## config.mk

```make
export PLATFORM = sky130hd
export DESIGN_NAME = fifo_read_scheduler
export DESIGN_NICKNAME = d
export VERILOG_FILES = /design/src/rtl/fifo_sched_pkg.sv /design/src/rtl/fifo_sched_arb.sv /design/src/rtl/fifo_read_scheduler.sv
export SDC_FILE = /design/constraint.sdc
export NUM_CORES = 1
export LEC_CHECK = 0
export ABC_AREA = 1
export CAP_MARGIN = 20
export CELL_PAD_IN_SITES_DETAIL_PLACEMENT = 1
export CELL_PAD_IN_SITES_GLOBAL_PLACEMENT = 1
export CORE_ASPECT_RATIO = 1.75
export CORE_MARGIN = 3
export CORE_UTILIZATION = 29
export CTS_CLUSTER_SIZE = 24
export DETAILED_ROUTE_END_ITERATION = 8
export PLACE_DENSITY_LB_ADDON = 0.12
export SETUP_SLACK_MARGIN = 0.15
export SLEW_MARGIN = 10
export SYNTH_ARGS = -nofsm -noshare
export SYNTH_HDL_FRONTEND = slang
export SYNTH_HIERARCHICAL = 1
export SYNTH_SLANG_ARGS = --single-unit
```

## constraint.sdc

```tcl
create_clock -name clk -period 1.7 [get_ports clk]
set_input_delay 0.34 -clock clk [delete_from_list [all_inputs] [get_ports clk]]
set_output_delay 0.34 -clock clk [all_outputs]
set_load 0.03 [all_outputs]
```

## src/rtl/fifo_sched_pkg.sv

```systemverilog
// Shared types and constants for the dual-queue FIFO read scheduler.
package fifo_sched_pkg;

  typedef enum logic [1:0] {
    ST_IDLE  = 2'd0,
    ST_RD    = 2'd1,
    ST_LAT   = 2'd2,
    ST_VALID = 2'd3
  } state_t;

  localparam logic SRC_LP = 1'b0;
  localparam logic SRC_HP = 1'b1;

endpackage

```

## src/rtl/fifo_sched_arb.sv

```systemverilog
// Queue pick logic with anti-starvation: strict HP priority, except for one forced LP
// grant after STARVE_LIMIT back-to-back HP grants while LP has data waiting.
module fifo_sched_arb
  import fifo_sched_pkg::*;
#(
  parameter int unsigned STARVE_LIMIT = 4
) (
  input  logic                                  clk,
  input  logic                                  rst,
  input  logic                                  hp_empty,
  input  logic                                  lp_empty,
  input  logic                                  grant,
  output logic                                  pick_c,
  output logic [$clog2(STARVE_LIMIT+1)-1:0]     starve_cnt
);

  localparam int unsigned CNT_W = $clog2(STARVE_LIMIT + 1);

  logic starved_c;

  // Pick is only consumed when at least one queue holds data, so the LP fallback is safe.
  always_comb begin
    starved_c = !lp_empty && (starve_cnt == CNT_W'(STARVE_LIMIT));
    pick_c    = SRC_LP;
    if (starved_c) begin
      pick_c = SRC_LP;
    end else if (!hp_empty) begin
      pick_c = SRC_HP;
    end
  end

  always_ff @(posedge clk) begin
    if (!rst) begin
      starve_cnt <= '0;
    end else if (grant) begin
      if (pick_c == SRC_HP) begin
        if (lp_empty) begin
          starve_cnt <= '0;
        end else if (starve_cnt != CNT_W'(STARVE_LIMIT)) begin
          starve_cnt <= starve_cnt + CNT_W'(1);
        end
      end else begin
        starve_cnt <= '0;
      end
    end
  end

endmodule

```

## src/rtl/fifo_read_scheduler.sv

```systemverilog
// Read-side controller for the HP/LP queue pair: pops one word at a time, captures it and
// presents it downstream on valid/ready, tagged with its source queue.
module fifo_read_scheduler
  import fifo_sched_pkg::*;
#(
  parameter int unsigned DATA_WIDTH   = 16,
  parameter int unsigned STARVE_LIMIT = 4
) (
  input  logic                                  clk,
  input  logic                                  rst,
  input  logic                                  en,
  input  logic                                  hp_empty,
  input  logic                                  lp_empty,
  input  logic [DATA_WIDTH-1:0]                 q_dout,
  output logic                                  hp_rd_en,
  output logic                                  lp_rd_en,
  output logic                                  out_valid,
  input  logic                                  out_ready,
  output logic [DATA_WIDTH-1:0]                 out_data,
  output logic                                  out_src,
  output logic [$clog2(STARVE_LIMIT+1)-1:0]     starve_cnt
);

  state_t                state_q, state_d;
  logic                  pick_q, pick_d;
  logic                  pick_c;
  logic                  grant_c;
  logic                  any_c;
  logic                  hp_rd_d, lp_rd_d;
  logic                  out_valid_d;
  logic [DATA_WIDTH-1:0] out_data_d;
  logic                  out_src_d;

  fifo_sched_arb #(
    .STARVE_LIMIT (STARVE_LIMIT)
  ) u_arb (
    .clk        (clk),
    .rst        (rst),
    .hp_empty   (hp_empty),
    .lp_empty   (lp_empty),
    .grant      (grant_c),
    .pick_c     (pick_c),
    .starve_cnt (starve_cnt)
  );

  always_ff @(posedge clk) begin
    if (!rst) begin
      state_q   <= ST_IDLE;
      pick_q    <= SRC_LP;
      hp_rd_en  <= 1'b0;
      lp_rd_en  <= 1'b0;
      out_valid <= 1'b0;
      out_data  <= '0;
      out_src   <= SRC_LP;
    end else begin
      state_q   <= state_d;
      pick_q    <= pick_d;
      hp_rd_en  <= hp_rd_d;
      lp_rd_en  <= lp_rd_d;
      out_valid <= out_valid_d;
      out_data  <= out_data_d;
      out_src   <= out_src_d;
    end
  end

  // Next state; rd_en pulses are registered so they are high for the whole RD cycle.
  always_comb begin
    state_d     = state_q;
    pick_d      = pick_q;
    grant_c     = 1'b0;
    hp_rd_d     = 1'b0;
    lp_rd_d     = 1'b0;
    out_valid_d = out_valid;
    out_data_d  = out_data;
    out_src_d   = out_src;
    any_c       = !hp_empty || !lp_empty;

    unique case (state_q)
      ST_IDLE: begin
        if (en && any_c) begin
          grant_c = 1'b1;
          pick_d  = pick_c;
          hp_rd_d = (pick_c == SRC_HP);
          lp_rd_d = (pick_c == SRC_LP);
          state_d = ST_RD;
        end
      end
      ST_RD: begin
        state_d = ST_LAT;
      end
      ST_LAT: begin
        out_data_d  = q_dout;
        out_src_d   = pick_q;
        out_valid_d = 1'b1;
        state_d     = ST_VALID;
      end
      ST_VALID: begin
        if (out_ready) begin
          out_valid_d = 1'b0;
          if (en && any_c) begin
            grant_c = 1'b1;
            pick_d  = pick_c;
            hp_rd_d = (pick_c == SRC_HP);
            lp_rd_d = (pick_c == SRC_LP);
            state_d = ST_RD;
          end else begin
            state_d = ST_IDLE;
          end
        end
      end
      default: begin
        state_d = ST_IDLE;
      end
    endcase
  end

endmodule

```

== Yosys cells after proc, flatten, opt, wreduce, memory -nomap -nowiden ==
Cells that the tools add are included.
Storage, ports and cells
  logic and storage cells: 53
  register bits: 26
  input bits: 22
  output and inout bits: 23
Cells by class
  bitwise logic cells: 1
  $add $sub $neg: 1
  reductions and logical operators: 12
  equal/unequal tests: 8
  muxes and demuxes: 23
Operators by type and width (number)
  1-bit two-way mux: 12
  1-bit case mux with 2 select lines: 5
  3-bit two-way mux: 3
  2-bit case mux with 4 select lines: 1
  2-bit AND reduction: 4
  2-bit == test (second input constant): 2
  2-bit two-way mux: 2
  2-bit != test (second input constant): 2
  2-bit nonzero test: 2
  3-bit by 1-bit adder with 3-bit output (second input constant): 1
  3-bit == test (second input constant): 1
  3-bit by 2-bit != test with 1-bit output (second input constant): 1
  3-bit != test (second input constant): 1
  2-bit by 1-bit == test with 1-bit output (second input constant): 1
  1-bit logical AND: 2
  1-bit logical NOT: 2
  2-bit logical NOT: 1
  1-bit logical OR: 1
  1-bit inverter: 1

== Depth between registers and ports, before layout ==
  word-level depth: 7
  gate-level depth with buffers: 8
  depth with buffers taken out: 8

== By module ==
Netlist, hierarchy kept.
By module, submodules not included
  fifo_read_scheduler: cells each 117, seq. area each 460.4 um2, area each 907.1 um2, times used 1
  fifo_sched_arb: cells each 26, seq. area each 60.1 um2, area each 182.7 um2, times used 1

== Worst setup path before layout ==
OpenSTA, ideal clock, no wires.
  path kind: register to register
  start point: register state_q[0]
  end point: register u_arb.starve_cnt[2]
  buffers on the path: 0
  clock period less this slack: 1.414 ns
  required time: 1.630 ns
  arrival: 1.345 ns
  path slack: 0.286 ns
  library setup time: 0.070 ns
  stages on the path, launching flop included: 7
  cells stage by stage: dfxtp_1 inv_1 ha_1 a211oi_2 nand2_1 nand3b_1 a21oi_1
Between the ends
  word-level cells in the longest chain between the ends: 3
  elaborated cells between the ends (all ways): 4
  those cells by class: eq/ne: 1; mux: 1; reduce/logical: 2
RTL lines
  start: declaration: line fifo_read_scheduler.sv:24  | state_t state_q, state_d;
  start signal: assignment: line fifo_read_scheduler.sv:56  | state_q <= state_d;
  2-bit == test / 2-bit logical NOT (equally long branches): line fifo_read_scheduler.sv:78  | unique case (state_q)
  1-bit case mux with 2 select lines *: line fifo_read_scheduler.sv:78
  named net grant_c: line fifo_read_scheduler.sv:27  | logic grant_c;
  2-bit AND reduction (no source line) *
  end signal: assignment: line fifo_sched_arb.sv:40  | starve_cnt <= starve_cnt + CNT_W'(1);
  end: declaration: line fifo_sched_arb.sv:14  | output logic [$clog2(STARVE_LIMIT+1)-1:0] starve_cnt
The timed path passes the listed nets; every way through them passes the cells marked *.
A chain may end at the register's enable or synchronous reset.

== Worst setup path after layout ==
Ends and elaborated chain as after synthesis.

==> results list <==
- Measured along the y axis, the die boundary spans 87.1 um.
- Antenna violations before repair: 0
- Initial core utilization: 31.1%
- Total number of yosys warnings: 6
- Worst reg2reg path startpoint: state_q[0]$_SDFFE_PN0P_
* Vias in the first global route: 1204
- The core region is 0.00350 sq mm.
* Hold path startpoint: hp_empty
* Setup violation total in the final timing report: 0
- The die covers 0.00456 sq mm.
- Placed instance count: 232
- Worst endpoint data arrival time: 1.74 ns
- The final count of pins violating max slew is 0.
* Routing usage on met3: 2.74%
- Maximum fanout along the worst path: 4
- The floorplan has 28 rows.
- For this run, the post-layout net count is 223.
* Status: complete, no violations
* Maximum ir drop on the vdd rail: 684 uV
- For this run, the number of standard cells in the final layout without fillers is 240.
* Worst hold margin: 0.477 ns
- Number of iterations in the first detailed-routing pass: 3
* Final antenna-violating net count: 0
- Min Clock Period, post-route: 1.53 ns
- At the end of routability-driven placement, the weighted congestion stood at 0.742.
- Synthesis instantiated 21 different standard cells from the library.
* Sink count of the clock tree: 26
- In this run the worst hold path is classified as in2reg.
- Clock tree root buffer cell: clkbuf_8
* Total power divided by cell area: 1500 mW/mm^2
- Number of endpoints with negative hold slack in the final report: 0
- Pin count of the biggest net entering global routing: 25
* Max-cap violations: 0
* Buffers added on ports: 44
- CTS built an H-tree with a depth of 1.
- The worst hold path was traced through 4 stages.
- The later pin in the worst-skew pair is clocked with a latency of 0.27 ns.
- The global routing stage identified its most utilized layer as met2.
* Total nets after synthesis: 170
- Avg Cell Area, Syn: 7.62 sq um
* Part of the Yosys area used for sequential elements: 47.8%
- Number of I/O pins: 45
- The post-route netlist has 14.9% of its cells at a drive strength greater than 1.
- Path type of the worst setup path: reg2reg
- The area growth from synthesis to layout is 58.0%.
- Derived from the worst setup path, the maximum achievable clock frequency is 653 MHz.
- The worst path uses 90.1% of the clock period.
- Cell area after technology mapping: 0.00109 sq mm
- Setup repair after global routing could not meet its margin everywhere.
- Relative slew slack: 77.8%
* Capture instance of the worst register-to-register path: u_arb/starve_cnt[2]$_SDFFE_PN0P_
* Sort of element at the end of the critical path: register
- Clock-pin slew was measured on the worst setup and hold paths at 0.09 ns.
- On the final layout, the worst clock skew is 0.00477 ns.
* Vias: 1139
- DPL Wire Length: 2340 um
- STA classifies the critical path startpoint as a register.
- TritonCTS built the clock tree.
* Worst R2R Path Depth: 7
- Number of buffers inserted during clock tree synthesis: 3
* Routed Wire Length: 3300 um
- The path with the worst hold slack has its endpoint at lp_rd_en$_SDFF_PN0_.
- Die X: 52.3 um
- Required time of the critical path: 1.91 ns
- For flop-to-flop paths, the worst setup slack is 0.17 ns.
* Met1 Use GR: 15.4%
* Slew at the pin closest to its max-slew limit: 0.334 ns
- Routed length per instance: 13.8 um
- Total overflow reported by the global router: 0
- DRC Markers: 0
- After synthesis the netlist holds a flip-flop and latch count of 26.
* GRT Util Overall: 14.8%
* Post-detailed-route via-to-cell ratio: 4.75
- The clock passes through at most 2 buffers.
* Static Leakage: 0.865 nW
- In this run, the number of DRC markers left after iteration 0 of detailed routing was 16.
- Synthesized instance count: 143
* Global Route met2 Usage: 27.8%
- The first global-routing pass estimated 5240 um of wire.
- 0 antenna diodes ended up in the layout.
power by group:
| part | internal, mW | switching, mW | total (mW) |
|---|---|---|---|
| Sequential | 0.804 | 0.115 | 0.919 |
| Combinational | 0.472 | 0.782 | 1.25 |
| Clock | 0.207 | 0.196 | 0.403 |
layout make-up:
| class | instances | area [sq um] |
|---|---|---|
| clock buffer | 4 | 55.1 |
| fill | 434 | 1780 |
| inverter | 14 | 55.1 |
| multi-input combinational | 98 | 538 |
| sequential | 26 | 528 |
| tap | 45 | 56.3 |
| timing repair buffer | 53 | 489 |
cells in the final DEF (no fill, tap or decap), types with 2 or more instances in the layout:
| cell | netlist | routed |
|---|---|---|
| nor2_1 | 40 | 40 |
| dfxtp_1 | 26 | 24 |
| dlygate4sd2_1 | 0 | 23 |
| o21ai_0 | 19 | 18 |
| clkdlybuf4s50_1 | 0 | 17 |
| nand2_1 | 14 | 12 |
| inv_1 | 12 | 10 |
| buf_4 | 1 | 9 |
| nand3_1 | 6 | 6 |
| a21oi_1 | 5 | 4 |
| clkbuf_8 | 0 | 4 |
| dlymetal6s2s_1 | 0 | 4 |
| a21oi_2 | 2 | 3 |
| ha_1 | 5 | 3 |
| inv_2 | 1 | 2 |
| nand2_2 | 1 | 2 |
| ha_4 | 0 | 2 |
| dfxtp_4 | 0 | 2 |
registers in the layout, summed over array words and instances, names as in the netlist:
signal	cells
hp_rd_en	1
lp_rd_en	1
out_data	16
out_src	1
out_valid	1
pick_q	1
state_q	2
u_arb/starve_cnt	3
cells in the mapped netlist:
cell	number	area, sq um
nor2_1	40	150
dfxtp_1	26	521
o21ai_0	19	95.1
nand2_1	14	52.6
inv_1	12	45.0
nand3_1	6	30.0
a21oi_1	5	25.0
ha_1	5	62.6
a21oi_2	2	17.5
buf_2	2	10.0
clkbuf_1	2	7.51
a211oi_2	1	12.5
a31oi_1	1	6.26
buf_4	1	7.51
clkinv_1	1	3.75
inv_2	1	3.75
nand2_2	1	6.26
nand3_2	1	10.0
nand3b_1	1	7.51
o211ai_1	1	7.51
or2_4	1	8.76
cell families (layout without fill, tap and decap cells):
| kind of cell | Yosys count | in the layout | synth area share, % |
|---|---|---|---|
| DFF | 26 | 26 | 47.8 |
| adders and majority gates | 5 | 5 | 5.74 |
| buffers and inverters | 19 | 71 | 7.12 |
| and+or+nand+nor | 64 | 64 | 24.3 |
| AOI/OAI and AO/OA | 29 | 29 | 15.0 |
metrics by stage:
stage	total power, mW	TNS, ns	setup WS (ns)	util (%)	instance area, sq um
6_report	2.58	0	0.168	49.1	1720
5_1_grt	2.76	0	0.0558	49.1	1720
4_1_cts	2.48	0	0.155	47.0	1650
3_5_place_dp	2.13	-0.151	-0.0726	45.6	1600
3_3_place_gp	2.09	-0.00975	-0.00975	45.6	1600
2_1_floorplan	1.63	0	0.286	-	1090
worst max-delay path by stage:
stage / slack (ns) / to / from
finish: 0.17 / u_arb/starve_cnt[2]$_SDFFE_PN0P_ / state_q[0]$_SDFFE_PN0P_
global route: 0.06 / u_arb/starve_cnt[0]$_SDFFE_PN0P_ / state_q[0]$_SDFFE_PN0P_
CTS: 0.16 / u_arb/starve_cnt[2]$_SDFFE_PN0P_ / state_q[0]$_SDFFE_PN0P_
detailed placement: -0.07 / u_arb/starve_cnt[2]$_SDFFE_PN0P_ / out_ready
global placement: -0.01 / u_arb/starve_cnt[0]$_SDFFE_PN0P_ / out_ready
floorplan: 0.29 / u_arb/starve_cnt[2]$_SDFFE_PN0P_ / state_q[0]$_SDFFE_PN0P_
critical path, stage by stage, from the launching register on:
cell	delay, ns
dfxtp_4	0.38
inv_2	0.09
ha_4	0.13
inv_1	0.07
a211oi_4	0.30
nand2_1	0.14
nand3b_1	0.22
a21oi_1	0.15
routing by layer:
layer | vias up | wire length, um | share of wire (%)
met5 | - | 0 | 0
met4 | 0 | 104 | 3.1
met3 | 10 | 165 | 5.0
met2 | 35 | 1820 | 55
met1 | 538 | 1210 | 37
li1 | 556 | - | -
what timing repair did:
item	in CTS	in global routing
hold endpoints to repair	0	0
gates resized for setup	27	17
setup endpoints to repair	26	3
setup buffers	1	3
gates cloned	0	0
hold buffers	0	0
pin swaps	1	5
Power figures use the tool's default switching activity.
